File: src/rtl/oam_dma_if.sv
// Bus bundle between the CPU-side decoder/memory and the OAM DMA sequencer.
// The sequencer is the master: it issues CPU bus reads and OAM writes.
interface oam_dma_if;
   logic        cpu_clk_en;
   logic        reg_we;
   logic [7:0]  reg_data;
   logic [7:0]  oam_start;
   logic [7:0]  mem_rdata;
   logic        dma_active;
   logic        mem_re;
   logic [15:0] mem_addr;
   logic        oam_we;
   logic [7:0]  oam_addr;
   logic [7:0]  oam_wdata;
   logic        dma_done;

   modport master (
      input  cpu_clk_en, reg_we, reg_data, oam_start, mem_rdata,
      output dma_active, mem_re, mem_addr, oam_we, oam_addr, oam_wdata, dma_done
   );

   modport slave (
      output cpu_clk_en, reg_we, reg_data, oam_start, mem_rdata,
      input  dma_active, mem_re, mem_addr, oam_we, oam_addr, oam_wdata, dma_done
   );
endinterface

File: src/rtl/oam_dma.sv
// OAM DMA sequencer: a $4014 write halts the CPU and copies one CPU page into OAM as
// alternating READ/WRITE CPU cycles. Define OAM_DMA_ALIGN_EN to insert the odd-cycle ALIGN state.
module oam_dma #(
   parameter int XFER_LEN = 256   // power of two, at most 256
) (
   input  logic      clk,
   input  logic      rst_n,
   oam_dma_if.master bus
);
   typedef enum logic [2:0] {
      IDLE  = 3'd0,
      HALT  = 3'd1,
      ALIGN = 3'd2,
      READ  = 3'd3,
      WRITE = 3'd4
   } state_t;

   localparam logic [7:0] IDX_LAST = 8'(XFER_LEN - 1);

   state_t      state_reg;
   logic [7:0]  page_reg;
   logic [7:0]  base_reg;
   logic [7:0]  idx_reg;
   logic        dma_active_reg;
   logic        mem_re_reg;
   logic [15:0] mem_addr_reg;
   logic        oam_we_reg;
   logic [7:0]  oam_addr_reg;
   logic        dma_done_reg;
   logic [7:0]  idx_next;
   logic        idx_is_last;
`ifdef OAM_DMA_ALIGN_EN
   logic        cyc_odd_reg;
`endif

   assign idx_next    = idx_reg + 8'd1;
   assign idx_is_last = (idx_reg == IDX_LAST);

   // Outputs are registered together with the state they belong to, so each is a
   // pure function of the current state and the latched page/base/idx.
   always_ff @(posedge clk or negedge rst_n) begin
      if (!rst_n) begin
         state_reg      <= IDLE;
         page_reg       <= 8'h00;
         base_reg       <= 8'h00;
         idx_reg        <= 8'h00;
         dma_active_reg <= 1'b0;
         mem_re_reg     <= 1'b0;
         mem_addr_reg   <= 16'h0000;
         oam_we_reg     <= 1'b0;
         oam_addr_reg   <= 8'h00;
         dma_done_reg   <= 1'b0;
`ifdef OAM_DMA_ALIGN_EN
         cyc_odd_reg    <= 1'b0;
`endif
      end else if (bus.cpu_clk_en) begin
`ifdef OAM_DMA_ALIGN_EN
         cyc_odd_reg <= ~cyc_odd_reg;
`endif
         case (state_reg)
            IDLE: begin
               if (bus.reg_we) begin
                  page_reg       <= bus.reg_data;
                  base_reg       <= bus.oam_start;
                  idx_reg        <= 8'h00;
                  dma_active_reg <= 1'b1;
                  state_reg      <= HALT;
               end
            end
            HALT: begin
`ifdef OAM_DMA_ALIGN_EN
               if (cyc_odd_reg) begin
                  state_reg <= ALIGN;
               end else begin
                  state_reg    <= READ;
                  mem_re_reg   <= 1'b1;
                  mem_addr_reg <= {page_reg, idx_reg};
               end
`else
               state_reg    <= READ;
               mem_re_reg   <= 1'b1;
               mem_addr_reg <= {page_reg, idx_reg};
`endif
            end
            ALIGN: begin
               state_reg    <= READ;
               mem_re_reg   <= 1'b1;
               mem_addr_reg <= {page_reg, idx_reg};
            end
            READ: begin
               state_reg    <= WRITE;
               mem_re_reg   <= 1'b0;
               oam_we_reg   <= 1'b1;
               oam_addr_reg <= base_reg + idx_reg;
               dma_done_reg <= idx_is_last;
            end
            WRITE: begin
               oam_we_reg   <= 1'b0;
               dma_done_reg <= 1'b0;
               if (idx_is_last) begin
                  // A $4014 write landing here is dropped: we only sample it in IDLE.
                  dma_active_reg <= 1'b0;
                  state_reg      <= IDLE;
               end else begin
                  idx_reg      <= idx_next;
                  state_reg    <= READ;
                  mem_re_reg   <= 1'b1;
                  mem_addr_reg <= {page_reg, idx_next};
               end
            end
            default: begin
               state_reg      <= IDLE;
               dma_active_reg <= 1'b0;
               mem_re_reg     <= 1'b0;
               oam_we_reg     <= 1'b0;
               dma_done_reg   <= 1'b0;
            end
         endcase
      end
   end

   assign bus.dma_active = dma_active_reg;
   assign bus.mem_re     = mem_re_reg;
   assign bus.mem_addr   = mem_addr_reg;
   assign bus.oam_we     = oam_we_reg;
   assign bus.oam_addr   = oam_addr_reg;
   assign bus.dma_done   = dma_done_reg;
   // Read data arrives in the WRITE cycle, so it feeds OAM directly.
   assign bus.oam_wdata  = bus.mem_rdata;
endmodule
File: src/flat_wrapper.sv
// flat-port wrapper written by rule: the top's interface ports become plain ports
module oam_dma_flat 
#(
   parameter int XFER_LEN = 256                               
)
  (clk, rst_n, bus_cpu_clk_en, bus_reg_we, bus_reg_data, bus_oam_start, bus_mem_rdata, bus_dma_active, bus_mem_re, bus_mem_addr, bus_oam_we, bus_oam_addr, bus_oam_wdata, bus_dma_done);
  oam_dma_if bus_i ();
  input  logic clk;
  input  logic rst_n;
  input wire logic [$bits(bus_i.cpu_clk_en)-1:0] bus_cpu_clk_en;
  input wire logic [$bits(bus_i.reg_we)-1:0] bus_reg_we;
  input wire logic [$bits(bus_i.reg_data)-1:0] bus_reg_data;
  input wire logic [$bits(bus_i.oam_start)-1:0] bus_oam_start;
  input wire logic [$bits(bus_i.mem_rdata)-1:0] bus_mem_rdata;
  output wire logic [$bits(bus_i.dma_active)-1:0] bus_dma_active;
  output wire logic [$bits(bus_i.mem_re)-1:0] bus_mem_re;
  output wire logic [$bits(bus_i.mem_addr)-1:0] bus_mem_addr;
  output wire logic [$bits(bus_i.oam_we)-1:0] bus_oam_we;
  output wire logic [$bits(bus_i.oam_addr)-1:0] bus_oam_addr;
  output wire logic [$bits(bus_i.oam_wdata)-1:0] bus_oam_wdata;
  output wire logic [$bits(bus_i.dma_done)-1:0] bus_dma_done;
  assign bus_i.cpu_clk_en = bus_cpu_clk_en;
  assign bus_i.reg_we = bus_reg_we;
  assign bus_i.reg_data = bus_reg_data;
  assign bus_i.oam_start = bus_oam_start;
  assign bus_i.mem_rdata = bus_mem_rdata;
  assign bus_dma_active = bus_i.dma_active;
  assign bus_mem_re = bus_i.mem_re;
  assign bus_mem_addr = bus_i.mem_addr;
  assign bus_oam_we = bus_i.oam_we;
  assign bus_oam_addr = bus_i.oam_addr;
  assign bus_oam_wdata = bus_i.oam_wdata;
  assign bus_dma_done = bus_i.dma_done;
  oam_dma #(.XFER_LEN(XFER_LEN)) u_core (.clk(clk), .rst_n(rst_n), .bus(bus_i));
endmodule
File: config.mk
export PLATFORM = sky130hd
export DESIGN_NAME = oam_dma_flat
export DESIGN_NICKNAME = d
export VERILOG_FILES = /design/src/rtl/oam_dma_if.sv /design/src/rtl/oam_dma.sv /design/src/flat_wrapper.sv
export SDC_FILE = /design/constraint.sdc
export NUM_CORES = 1
export LEC_CHECK = 0
export ABC_AREA = 1
export CAP_MARGIN = 20
export CELL_PAD_IN_SITES_DETAIL_PLACEMENT = 0
export CELL_PAD_IN_SITES_GLOBAL_PLACEMENT = 2
export CORE_AREA = 2 2 101 103
export DETAILED_ROUTE_END_ITERATION = 8
export DIE_AREA = 0 0 103 105
export PLACE_DENSITY = 0.77
export SLEW_MARGIN = 25
export SYNTH_ARGS = -nofsm -noshare
export SYNTH_HDL_FRONTEND = slang
export SYNTH_SLANG_ARGS = --single-unit
File: constraint.sdc
create_clock -name clk -period 2.87 [get_ports clk]
set_input_delay 0.7175 -clock clk [delete_from_list [all_inputs] [get_ports clk]]
set_output_delay 0.7175 -clock clk [all_outputs]
set_load 0.05 [all_outputs]
== Word-level counts from Yosys, hierarchy flattened ==
Index checks and enable logic that the tools add are counted.

* Flip-flop bits (word level): 55
* Logic and storage cells: 52
* Input bits: 28
* Output and inout bits: 36

* Reductions and logical operators: 14
* Mux-type cells: 15
* Add/sub/neg operators: 2
* Eq/ne operators: 8
* Bitwise gates (word level): 3

{| class="wikitable"
|+ Operators by type and width
! cell !! count
|-
| 16-bit one-hot mux with 2 select lines || 1
|-
| 16-bit two-way mux || 1
|-
| 8-bit two-way mux || 2
|-
| 8-bit one-hot mux with 2 select lines || 1
|-
| 3-bit one-hot mux with 4 select lines || 1
|-
| 3-bit AND reduction || 3
|-
| 8-bit by 1-bit adder with 8-bit output, second input constant || 1
|-
| 8-bit adder || 1
|-
| 8-bit == test, second input constant || 1
|-
| 4-bit AND reduction || 2
|-
| 3-bit by 2-bit == test with 1-bit output, second input constant || 2
|-
| 1-bit one-hot mux with 3 select lines || 2
|-
| 2-bit AND reduction || 3
|-
| 3-bit OR reduction || 2
|-
| 2-bit != test, second input constant || 2
|-
| 1-bit one-hot mux with 2 select lines || 2
|-
| 2-bit nonzero test || 2
|-
| 3-bit by 1-bit == test with 1-bit output, second input constant || 1
|-
| 3-bit == test, second input constant || 1
|-
| 3-bit logical NOT || 1
|-
| 1-bit two-way mux || 3
|-
| 3-bit two-way mux || 1
|-
| 1-bit NOT || 3
|-
| 2-bit two-way mux || 1
|-
| other kinds (2) || 2
|}

== Logic depth before layout (Yosys ltp) ==
* Depth in word-level cells: 4
* Mapped depth: 10
* Gate-level depth less buffers: 9

== Least setup slack after synthesis ==
No wires, ideal clock.

* Kind: input -> output
* Start: input bus_mem_rdata[0]
* End: output bus_oam_wdata[0]
* Required time: 2.152 ns
* Setup slack: 1.265 ns
* Arrival time: 0.887 ns
* Path buffers: 1
* Stages on the path: 1
* Cells stage by stage: buf_4

{| class="wikitable"
|+ RTL lines
! item !! RTL line !! RTL
|-
| start, declared || flat_wrapper.sv:14 || <nowiki>input wire logic [$bits(bus_i.mem_rdata)-1:0] bus_mem_rdata;</nowiki>
|-
| end, declared || flat_wrapper.sv:20 || <nowiki>output wire logic [$bits(bus_i.oam_wdata)-1:0] bus_oam_wdata;</nowiki>
|}

No word-level cell between the ends.

== Final worst setup path ==
* Start: register u_core.mem_addr_reg[0] (netlist: u_core.bus.mem_addr[0])
* End: output bus_mem_addr[0]

{| class="wikitable"
|+ RTL lines
! item !! RTL line !! RTL
|-
| start, declared || oam_dma.sv:26 || <nowiki>logic [15:0] mem_addr_reg;</nowiki>
|-
| start signal, assigned || oam_dma.sv:82 || <nowiki>mem_addr_reg <= {page_reg, idx_reg};</nowiki>
|-
| start signal, assigned || oam_dma.sv:88 || <nowiki>mem_addr_reg <= {page_reg, idx_reg};</nowiki>
|-
| start signal, assigned || oam_dma.sv:108 || <nowiki>mem_addr_reg <= {page_reg, idx_next};</nowiki>
|-
| end, declared || flat_wrapper.sv:17 || <nowiki>output wire logic [$bits(bus_i.mem_addr)-1:0] bus_mem_addr;</nowiki>
|}

No word-level cell between the ends.

==> run_results.csv <==
group,metric,value,unit
status,status,"finished clean",
setup_path,critical_path_buf_inv_count,1,
hold_path,hold_end,"u_core.bus.mem_addr[8]",
yosys,ys_async_sr_fraction,100,%
power,internal-power,1.69,mW
global_route,track_usage,12.3,%
sta,rsz0062_at_grt,"false",
hold_path,hold_path_depth,2,
global_route,grt_first_pass_wirelength,10.6,mm
final_layout,antenna_cells,0,
sta,slew_viol_final,0,
yosys,synthTopCellsByArea,"dfrtp_1 (48%), nand2_1 (18%), o21ai_0 (5.8%)",
sta,setup_viol,0,
hold_path,min_path_type,"flip-flop to flip-flop",
global_route,grt_pass1_vias,2143,
place,port_buffers,47,
place,gp_congestion,0.753,
floorplanning,start_util,29.5,%
yosys,synthMuxAreaShare,0,%
cts,path_clk_slew,0.11,ns
sta,tns,0,ns
global_route,overflow,0,
yosys,synthCells,353,
final_layout,syn_to_final_growth,22.4,%
sta,max_slew_margin,42.5,%
detailed_routing,drc_errors,0,
hold_path,hp-start,"u_core.page_reg[0]",
setup_path,cp_top_family,"buffers and inverters",
setup_path,cp.arrival,1.50,ns
detailed_routing,via_per_inst,4.21,
setup_path,cp-start-kind,"flip-flop",
final_layout,post-route-util,36.1,%
cts,cts_resized,0,
detailed_routing,top_layer,"met4",
sta,fmax,0.451,GHz
power,irDropWorstVdd,328,uV
floorplanning,core_area,9640,um2
setup_path,crit_path_top_delay_cell,"clkdlybuf4s50_1",
yosys,yosys.area.top_type,"dfrtp_1",
cts,ctsHtreeMaxLevel,2,
setup_path,regToRegSetupSlack,1.10,ns
power,switching_share,45.5,%
cts,cts_tree,"yes",
yosys,synthSimpleGateAreaFrac,28.2,%
cts,insertion_delay,0.31,ns
yosys,avgSynthCellArea,8.05,um2
setup_path,path_class,"flip-flop to output pin",
setup_path,slowest_delay,0.81,ns
cts,clock_sinks,55,
setup_path,rr_worst_depth,8,
final_layout,drive_above_1_share,8.33,%
setup_path,critPathMaxFanout,2,
cts,cts_max_path_buffers,2,
yosys,yosys_warnings,0,
yosys,synth-seq-cells,55,
setup_path,crit_chain,"clkdlybuf4s50_1",
yosys,synth_area,2840,um2
yosys,synth_top_area_share,48.4,%
power,p_leak,1.74,nW
global_route,grt_max_degree,38,
floorplanning,die_w,103,um
power,seq_power_share,38.6,%
place,dp_hpwl,4.57,mm
detailed_routing,wire_per_inst,11.7,um
cts,postCtsSetupBuffers,0,
setup_path,worst_setup_path_end_kind,"output pin",
yosys,synth_fa_ha_area_share,4.67,%
yosys,synth_top_flop_cell,"dfrtp_1",
detailed_routing,wl_met2,2.72,mm
detailed_routing,ant_nets,0,
cts,cts_hold_buf,0,
setup_path,path_depth,1,
power,powerDensity,894,nW/um2
power,p_sw,1.42,mW
floorplanning,row_count,36,
sta,tightest_slew,0.863,ns
yosys,synth_top_family_by_area,"simple AND/OR/NAND/NOR gates",
run,drv_cap,0,
final_layout,fill_cells,1070,
detailed_routing,routed_wl,6.17,mm
detailed_routing,firstDrtPassIters,4,
cts,cts_root_buf,"clkbuf_8",
detailed_routing,drtIter0Drc,67,
sta,min_period,2.22,ns
setup_path,regToRegEndpoint,"u_core.bus.mem_addr[4]",
setup_path,r2r_start,"u_core.idx_reg[1]",
yosys,yosysSeqAreaShare,48.4,%
global_route,antenna_found_initial,0,
final_layout,final_nets,433,
floorplanning,ios,64,
yosys,synthXorXnorAreaFrac,0.616,%
cts,numCtsBuffers,5,
sta,skew,0.0102,ns
detailed_routing,vias,2229,
power,p_clk_share,14.7,%
yosys,synth_edf_count,0,
yosys,synth_compound_area_share,8.76,%
detailed_routing,m1WireLength,3.21,mm
yosys,synthDistinctLibCells,30,
setup_path,required,2.15,ns
detailed_routing,routed-wl-met3,199,um
final_layout,largest_reg_flops,16,
sta,finalHoldViolCount,0,
floorplanning,die-area,10800,um2
sta,period_share,77.3,%
floorplanning,dieHeight,105,um
yosys,synth_fp_nets,391,
power,p_comb_share,46.6,%
[final cells by class]
class,count,area (um2),share of cell area (%)
clock buffers,5,68.8,1.98
clock inverters,3,27.5,0.791
inverters,38,143,4.10
multi-input cells,244,1200,34.5
flip-flops and latches,55,1380,39.6
well taps,133,166,4.78
repair buffers,51,495,14.2
[cells in the final DEF (no fill, tap or decap), types with 4 or more instances in the layout]
master	netlist	layout
nor2_1	11	11
a21oi_1	4	4
nand2_1	140	140
nand2_2	5	5
buf_4	8	4
nand3_1	18	18
inv_1	35	35
clkbuf_8	0	5
dfrtp_1	55	55
o21ai_0	33	33
ha_1	9	9
clkdlybuf4s50_1	0	46
[cell usage after synthesis (3+ instances only)]
cell,count
buf_6,4
buf_4,8
o21ai_1,3
o21ai_0,33
nand2_2,5
nor2_1,11
inv_2,3
ha_1,9
a21oi_1,4
clkbuf_1,3
dfrtp_1,55
nand3_1,18
inv_1,35
nand2_1,140
[worst register-to-register path, delay by kind of cell (launching register included)]
family | cells | cell delay (ns)
AO/OA/AOI/OAI | 1 | 0.41
adder cells (fa/ha/maj) | 1 | 0.25
flip-flops | 1 | 0.50
AND/OR/NAND/NOR | 6 | 0.57
[worst max path at each step]
stage	startpoint	end	slack, ns
after global placement	bus_cpu_clk_en	u_core.bus.oam_addr[3]	0.56
after CTS	u_core.bus.mem_re	bus_mem_re	0.63
final	u_core.bus.mem_addr[0]	bus_mem_addr[0]	0.65
after floorplan	bus_mem_rdata[0]	bus_oam_wdata[0]	1.27
after global routing	u_core.bus.mem_addr[4]	bus_mem_addr[4]	0.59
after detailed placement	bus_cpu_clk_en	u_core.bus.oam_addr[3]	0.48
[per-stage QoR]
stage	worst slack [ns]	hold slack, ns	power (mW)	instance area [um2]	instances
after floorplan	1.27	0.422	2.28	2840	353
after global placement	0.564	0.457	2.69	3380	521
after detailed placement	0.484	0.454	2.69	3380	521
after CTS	0.627	0.482	3.17	3480	529
after global routing	0.589	0.511	3.37	3480	529
final	0.652	0.479	3.11	3480	529
[cells by family after synthesis]
| family | after synthesis |
|---|---|
| compound gates | 45 |
| simple gates | 187 |
| buf+inv | 54 |
| fa+ha+maj | 10 |
| flops | 55 |
| xor+xnor | 2 |
[power groups by stage]
stage	clock [mW]	sequential, mW	combinational, mW
global placement	0	1.22	1.47
floorplan	0	1.61	0.668
global route	0.518	1.23	1.61
detailed placement	0	1.22	1.47
finish	0.459	1.20	1.45
CTS	0.480	1.21	1.48
[per-layer routing]
| layer | vias to the layer above | track usage (%) |
|---|---|---|
| met5 | - | 0 |
| met4 | 0 | 2.91 |
| met3 | 4 | 2.34 |
| met2 | 35 | 17.8 |
| met1 | 1009 | 18.8 |
| li1 | 1181 | - |
No activity file was read; power rests on OpenSTA's default activity.
